$ cat config.mk
export PLATFORM = sky130hd
export DESIGN_NAME = int_arbiter_flat
export DESIGN_NICKNAME = d
export VERILOG_FILES = /design/src/rtl/int_arbiter_if.sv /design/src/rtl/int_arbiter.sv /design/src/flat_wrapper.sv
export SDC_FILE = /design/constraint.sdc
export NUM_CORES = 1
export LEC_CHECK = 0
export BUFFER_PORTS_ARGS = -buffer_cell sky130_fd_sc_hd__buf_2
export CAP_MARGIN = 20
export CELL_PAD_IN_SITES_DETAIL_PLACEMENT = 0
export CELL_PAD_IN_SITES_GLOBAL_PLACEMENT = 1
export CORE_UTILIZATION = 27
export DETAILED_ROUTE_END_ITERATION = 8
export GPL_TIMING_DRIVEN = 0
export PLACE_DENSITY = 0.8
export SYNTH_ARGS = -nofsm -noshare
export SYNTH_HDL_FRONTEND = slang
export SYNTH_SLANG_ARGS = --single-unit
$ cat constraint.sdc
create_clock -name clk -period 1.65 [get_ports clk]
set_input_delay 0.2475 -clock clk [delete_from_list [all_inputs] [get_ports clk]]
set_output_delay 0.2475 -clock clk [all_outputs]
set_load 0.1 [all_outputs]
$ cat src/rtl/int_arbiter_if.sv
// Register-window bus and CPU interrupt handshake for int_arbiter.
// slave = arbiter side, master = bridge/CPU side.
interface int_arbiter_if #(
  parameter int N_SRC = 6,
  parameter int ID_W  = 3
);
  logic [N_SRC-1:0] irq_in;
  logic [1:0]       addr;
  logic             WE;
  logic [31:0]      din;
  logic [31:0]      dataOut;
  logic             int_ack;
  logic             int_req;
  logic [ID_W-1:0]  int_id;

  modport slave (
    input  irq_in, addr, WE, din, int_ack,
    output dataOut, int_req, int_id
  );

  modport master (
    output irq_in, addr, WE, din, int_ack,
    input  dataOut, int_req, int_id
  );
endinterface

$ cat src/rtl/int_arbiter.sv
// Fixed-priority interrupt scheduler with mask/pending/status/EOI register window.
// Define INT_ARBITER_EDGE_EN for edge-captured, sticky pending bits (level capture otherwise).
module int_arbiter #(
  parameter int N_SRC = 6,
  parameter int ID_W  = 3
) (
  input  logic         clk,
  input  logic         reset,
  int_arbiter_if.slave bus
);

  typedef enum logic [1:0] {IDLE, REQ, SERVICE} state_e;

  localparam logic [N_SRC-1:0] SRC_ONE = N_SRC'(1);

  state_e           state_q, state_d;
  logic [N_SRC-1:0] mask_q, mask_d;
  logic [N_SRC-1:0] pending_q, pending_d;
  logic [ID_W-1:0]  sel_id_q, sel_id_d;
  logic             int_req_q, int_req_d;

  logic [N_SRC-1:0] eligible;
  logic [ID_W-1:0]  winner;
  logic             sel_hit;
  logic             wr_mask;
  logic             wr_eoi;
  logic             unused_din;

  assign unused_din = ^bus.din[31:N_SRC];

  assign eligible = pending_q & mask_q;
  assign sel_hit  = |(eligible & (SRC_ONE << sel_id_q));
  assign wr_mask  = bus.WE && (bus.addr == 2'd0);
  assign wr_eoi   = bus.WE && (bus.addr == 2'd3);

  // Scan from the top down so the lowest set index is the last one written.
  always_comb begin
    winner = '0;
    for (int i = N_SRC - 1; i >= 0; i--) begin
      if (eligible[i]) winner = ID_W'(i);
    end
  end

`ifdef INT_ARBITER_EDGE_EN
  logic [N_SRC-1:0] irq_prev_q;
  logic [N_SRC-1:0] rise;
  logic [N_SRC-1:0] w1c_bits;
  logic [N_SRC-1:0] auto_clr;

  // A fresh edge beats a W1C or auto-clear landing on the same bit.
  always_comb begin
    rise      = bus.irq_in & ~irq_prev_q;
    w1c_bits  = (bus.WE && (bus.addr == 2'd1)) ? bus.din[N_SRC-1:0] : '0;
    auto_clr  = (state_q == REQ && bus.int_ack) ? (SRC_ONE << sel_id_q) : '0;
    pending_d = (pending_q & ~w1c_bits & ~auto_clr) | rise;
  end

  always_ff @(posedge clk or posedge reset) begin
    if (reset) irq_prev_q <= '0;
    else       irq_prev_q <= bus.irq_in;
  end
`else
  assign pending_d = bus.irq_in;
`endif

  // NOTE: every output of a combinational block gets a default first so no latch is inferred.
  always_comb begin
    state_d  = state_q;
    sel_id_d = sel_id_q;
    mask_d   = wr_mask ? bus.din[N_SRC-1:0] : mask_q;
    unique case (state_q)
      IDLE: begin
        if (|eligible) begin
          state_d  = REQ;
          sel_id_d = winner;
        end
      end
      REQ: begin
        if (bus.int_ack)   state_d = SERVICE;
        else if (!sel_hit) state_d = IDLE;
      end
      SERVICE: begin
        if (wr_eoi) state_d = IDLE;
      end
      default: state_d = IDLE;
    endcase
    int_req_d = (state_d == REQ);
  end

  // NOTE: sequential state uses non-blocking assignments so all flops sample pre-edge values.
  always_ff @(posedge clk or posedge reset) begin
    if (reset) begin
      state_q   <= IDLE;
      mask_q    <= '0;
      pending_q <= '0;
      sel_id_q  <= '0;
      int_req_q <= 1'b0;
    end else begin
      state_q   <= state_d;
      mask_q    <= mask_d;
      pending_q <= pending_d;
      sel_id_q  <= sel_id_d;
      int_req_q <= int_req_d;
    end
  end

  assign bus.int_req = int_req_q;
  assign bus.int_id  = sel_id_q;

  always_comb begin
    bus.dataOut = '0;
    unique case (bus.addr)
      2'd0: bus.dataOut = 32'(mask_q);
      2'd1: bus.dataOut = 32'(pending_q);
      2'd2: begin
        bus.dataOut[31]       = (state_q == SERVICE);
        bus.dataOut[ID_W-1:0] = sel_id_q;
      end
      default: bus.dataOut = '0;
    endcase
  end

endmodule

$ cat src/flat_wrapper.sv
// flat-port wrapper written by rule: the top's interface ports become plain ports
module int_arbiter_flat 
#(
  parameter int N_SRC = 6,
  parameter int ID_W  = 3
)
  (clk, reset, bus_irq_in, bus_addr, bus_WE, bus_din, bus_int_ack, bus_dataOut, bus_int_req, bus_int_id);
  int_arbiter_if #(.N_SRC(N_SRC), .ID_W(ID_W)) bus_i ();
  input  logic clk;
  input  logic reset;
  input wire logic [$bits(bus_i.irq_in)-1:0] bus_irq_in;
  input wire logic [$bits(bus_i.addr)-1:0] bus_addr;
  input wire logic [$bits(bus_i.WE)-1:0] bus_WE;
  input wire logic [$bits(bus_i.din)-1:0] bus_din;
  input wire logic [$bits(bus_i.int_ack)-1:0] bus_int_ack;
  output wire logic [$bits(bus_i.dataOut)-1:0] bus_dataOut;
  output wire logic [$bits(bus_i.int_req)-1:0] bus_int_req;
  output wire logic [$bits(bus_i.int_id)-1:0] bus_int_id;
  assign bus_i.irq_in = bus_irq_in;
  assign bus_i.addr = bus_addr;
  assign bus_i.WE = bus_WE;
  assign bus_i.din = bus_din;
  assign bus_i.int_ack = bus_int_ack;
  assign bus_dataOut = bus_i.dataOut;
  assign bus_int_req = bus_i.int_req;
  assign bus_int_id = bus_i.int_id;
  int_arbiter #(.N_SRC(N_SRC), .ID_W(ID_W)) u_core (.clk(clk), .reset(reset), .bus(bus_i));
endmodule
# Yosys cells after proc, flatten, opt, wreduce, memory -nomap -nowiden
# Index checks and enable logic that the tools add are counted.
# totals
reg_bits,18
in_bits,44
out_inout_bits,36
word_cells,35
# op_classes
eq_ne,6
n_shift,1
mux,14
n_bitwise,2
reduce_logical,7
# op_table
cell,count
3-bit 2-to-1 mux,6
6-bit bitwise AND,2
6-bit OR reduction,2
3-bit case mux with 3 select lines,1
2-bit 2-to-1 mux,4
"2-bit by 1-bit equality test with 1-bit output, second input constant",3
"2-bit equality test, second input constant",3
2-bit case mux with 3 select lines,1
3-bit case mux with 2 select lines,1
"1-bit by 3-bit left shift with 6-bit output, first input constant",1
2-bit zero test,2
1-bit logical AND,2
2-bit AND reduction,1
1-bit 2-to-1 mux,1

# Longest topological paths before layout
# depth
word_depth,7
ltp_mapped,4

# Least setup slack after synthesis
# OpenSTA, ideal clock, no wires.
# synth_timing
kind,input to output
from,input port bus_addr[1]
to,output port bus_dataOut[31]
arrival_time_ns,3.470
path_slack_ns,-2.067
stages,2
n_path_buf,1
cell_sequence,clkbuf_1 > nor4bb_1
# synth_between
elab_chain_cells,2
# synth_lines
element,line,text
from (decl),flat_wrapper.sv:12,input wire logic [$bits(bus_i.addr)-1:0] bus_addr;
2-bit equality test,int_arbiter.sv:112,unique case (bus.addr)
1-bit 2-to-1 mux,int_arbiter.sv:112,
to (decl),flat_wrapper.sv:16,output wire logic [$bits(bus_i.dataOut)-1:0] bus_dataOut;
# No other way between the ends.

# Worst setup path in the final report
# layout_timing
from,register u_core.mask_q[3]
to,output port bus_dataOut[3]
# layout_between
elab_chain_cells,1
# layout_lines
element,line,text
from (decl),int_arbiter.sv:17,"logic [N_SRC-1:0] mask_q, mask_d;"
from (signal assigned),int_arbiter.sv:100,mask_q <= mask_d;
3-bit case mux with 2 select lines,int_arbiter.sv:112,
# No other way between the ends.

==> impl_metrics.toml <==
[synth]
avg_inst_size_synth_um2 = 10.4
synth_mux_area_frac = 0.152
synth_async_sr_flop_share = 1.00
synth_enable_flop_cells = 0
netlist.area_leader.share = 0.424
synth_xor_xnor_area_share = 0
netlist-cell-type-count = 26
post_synthesis_cell_count = 102
synth.top_cells.by_count = "sky130_fd_sc_hd__buf_4 (25), sky130_fd_sc_hd__dfrtp_1 (18), sky130_fd_sc_hd__nand2_1 (8)"
mappedNetlistArea_mm2 = 0.00106
yosysSeqAreaShare = 0.424
yosys_warnings = 0
netlist_top_cells_area = "sky130_fd_sc_hd__dfrtp_1 (42%), sky130_fd_sc_hd__buf_4 (18%), sky130_fd_sc_hd__mux2_2 (7.4%)"
ys_seq_elements = 18
dominant_combinational_cell_family_by_area_after_synthesis = "buffers and inverters"
synth_most_common_cell = "sky130_fd_sc_hd__buf_4"
yosys.area_share.adder = 0
synth-compound-area-share = 0.119
synth_ff_type = "sky130_fd_sc_hd__dfrtp_1"
yosys.area.top_type = "sky130_fd_sc_hd__dfrtp_1"
yosys.area_share.simple = 0.112

[timing]
timing.final.hold_violations = 0
maxSlewViolCount = 0
max_freq_mhz = 632
final.setup_skew_ns = 0.00134
timing.hold.ws_ns = 0.0892
final_min_period_over_clock_period = 0.959
setup_violations = 0
tightest_slew_ns = 0.684
grt_setup_unrepaired = "false"
finalWorstPathRequiredPeriod_ns = 1.58
relSlewSlack = 0.543
fin_ws_ns = 0.0675

[job]
max_cap_violations = 0

[cells_and_area]
final_cells = 204
area_growth_syn_to_layout_pct = 43.6
sequential_cell_area_um2 = 462
layout.filler_cells = 395
total_area_of_multi_input_combinational_cells_um2 = 584
diodes = 0
final_layout_size_suffix_gt1_frac = 0.513
layout_net_count = 201

[clocking]
cts_inserted_buffers = 3
clock_latency_ns = 0.25
cts_tree = "built"
cts.path.max_buffers = 2
clock-root-buffer = "sky130_fd_sc_hd__clkbuf_8"
cts-htree-levels = 1
clkSinkCount = 18
cts_post_setup_buffers_inserted = 0
holdBufCountCts = 0
cts_clk_pin_slew_worst_paths_ns = 0.07

[setup_path]
regToRegStartpoint = "u_core.mask_q[0]"
cp_data_arrival_time_ns = 1.33
critical_path.startpoint = "u_core.mask_q[3]"
worstSetupEndpoint = "bus_dataOut[3]"
criticalPathCategory = "register to output pin"
worst_r2r_path_depth = 3
r2r_end = "u_core.bus.int_id[1]"
cp_capture_type = "output pin"
worst-endpoint-required_ns = 1.40
worstSetupStartpointType = "register"
crit_path_max_fanout = 5
rrSetupSlack_ns = 0.10

[pwr]
totalPowerFinal_mw = 2.39
pwr_density_cell_mw_per_mm2 = 1560
power_switching_mw = 1.27
netSwitchingFraction = 0.532
clkPwrFrac = 0.148
vdd.ir_drop.worst_mv = 0.695
static-leakage-power_nw = 0.760
power_report.internal_total_mw = 1.12
power.share.sequential = 0.292
power.combinational.fraction = 0.560

[route]
routed_wire_length_per_instance_um = 10.3
route.antenna.remaining_nets = 0
dr_total_vias = 834
drt_drc_violations_left = 0
dr.pass1.iters = 4
drt-vias-per-instance = 4.09
wirelength_mm = 2.11
drt-initial-drc-count = 16

[place]
dp.cells = 200
placement.io_buffers = 26
post-place-ws_ns = 0.0414
place_congestion = 0.735
detailedPlacementHpwl_mm = 1.70

[die]
floorplan.die.width_um = 64.8
start_util = 0.286
dieArea_mm2 = 0.00419
pin_count = 80
floorplan.rows = 22
core-area_mm2 = 0.00372
dieHeight_um = 64.8

[grt]
grt_pass1_vias = 883
overflow = 0
groute.usage.overall = 0.117
wire_length_of_the_first_global_routing_pass_mm = 3.77
grt_antenna_before_repair = 0
grt_start_max_net_pins = 19

[run_status]
status = "complete, no violations"

[worst_hold_path]
class_of_the_tightest_hold_or_removal_check = "input port to async pin"
-- how the worst min path moves through the flow --
stage | endpoint | slack [ns] | depth (start not counted)
6_report | u_core.mask_q[1] | 0.09 | 2
5_1_grt | u_core.pending_q[2] | 0.08 | 1
4_1_cts | u_core.pending_q[2] | 0.09 | 1
3_5_place_dp | u_core.pending_q[5] | 0.36 | 1
3_3_place_gp | u_core.mask_q[0] | 0.36 | 2
2_1_floorplan | u_core.bus.int_id[0] | 0.19 | 1
-- flip-flops by register name, indices dropped and copies added, names as in the netlist --
name                cells
u_core.state_q          2
u_core.bus.int_req      1
u_core.bus.int_id       3
u_core.pending_q        6
u_core.mask_q           6
-- through the flow --
step	util	area [um^2]	TNS (ns)
final	0.411	1530	0
after global routing	0.411	1530	0
after CTS	0.407	1510	0
after detailed placement	0.389	1450	0
after global placement	0.389	1450	0
after floorplan	-	1260	-0.135
-- cell families (layout without fill, tap and decap cells) --
logic type,after synthesis,after routing
buffers and inverters,29,59
AO/OA/AOI/OAI,17,17
flip-flops,18,18
other,1,25
multiplexers,14,14
AND/OR/NAND/NOR,23,23
-- cell usage in the layout, fill, tap and decap left out, drive strengths merged --
| cell | n |
|---|---|
| o21ai | 5 |
| nand4 | 1 |
| nor2b | 2 |
| dfrtp | 18 |
| a2bb2oi | 1 |
| nor3b | 2 |
| buf | 51 |
| mux2 | 7 |
| mux4 | 1 |
| a31o | 1 |
| o31ai | 1 |
| a32o | 1 |
| mux2i | 6 |
| nor2 | 5 |
| a22o | 3 |
| inv | 2 |
| nand3 | 3 |
| nor4bb | 1 |
| o21a | 1 |
| conb | 25 |
| o41ai | 2 |
| a21oi | 2 |
| nand2 | 9 |
| clkbuf | 6 |
-- timing repair --
| action | CTS | global route |
|---|---|---|
| pin swaps | 0 | 0 |
| setup endpoints to repair | 4 | 3 |
| gates resized for setup | 4 | 3 |
-- worst max-delay path, stage by stage, from the launching register on --
cell and delay (ns):
sky130_fd_sc_hd__dfrtp_1 0.43, sky130_fd_sc_hd__mux2i_1 0.14, sky130_fd_sc_hd__nor2_4 0.09, sky130_fd_sc_hd__buf_2 0.42
-- layout make-up --
cell class                      instances  share of cell area
Buffer                                 27               0.141
Sequential cell                        18               0.302
Clock buffer                            4              0.0360
Timing Repair Buffer                   26              0.0942
Inverter                                2             0.00491
Tap cell                               48              0.0393
Multi-Input combinational cell         79               0.382
-- power by group through the flow --
stage               Combinational, mW  Sequential, mW  Clock (mW)
finish                           1.34           0.697       0.354
global route                     1.40           0.728       0.397
CTS                              1.32           0.700       0.373
detailed placement               1.30           0.708           0
global placement                 1.29           0.701           0
floorplan                       0.831            1.01           0
-- metal layers --
layer / vias to the layer above / share of wire / track usage
met2: 43 / 0.49 / 0.204
met1: 371 / 0.42 / 0.136
met4: 0 / 0.011 / 0.0583
met5: - / 0 / 0
li1: 416 / - / -
met3: 4 / 0.069 / 0.0176
No activity file was read; power rests on OpenSTA's default activity.
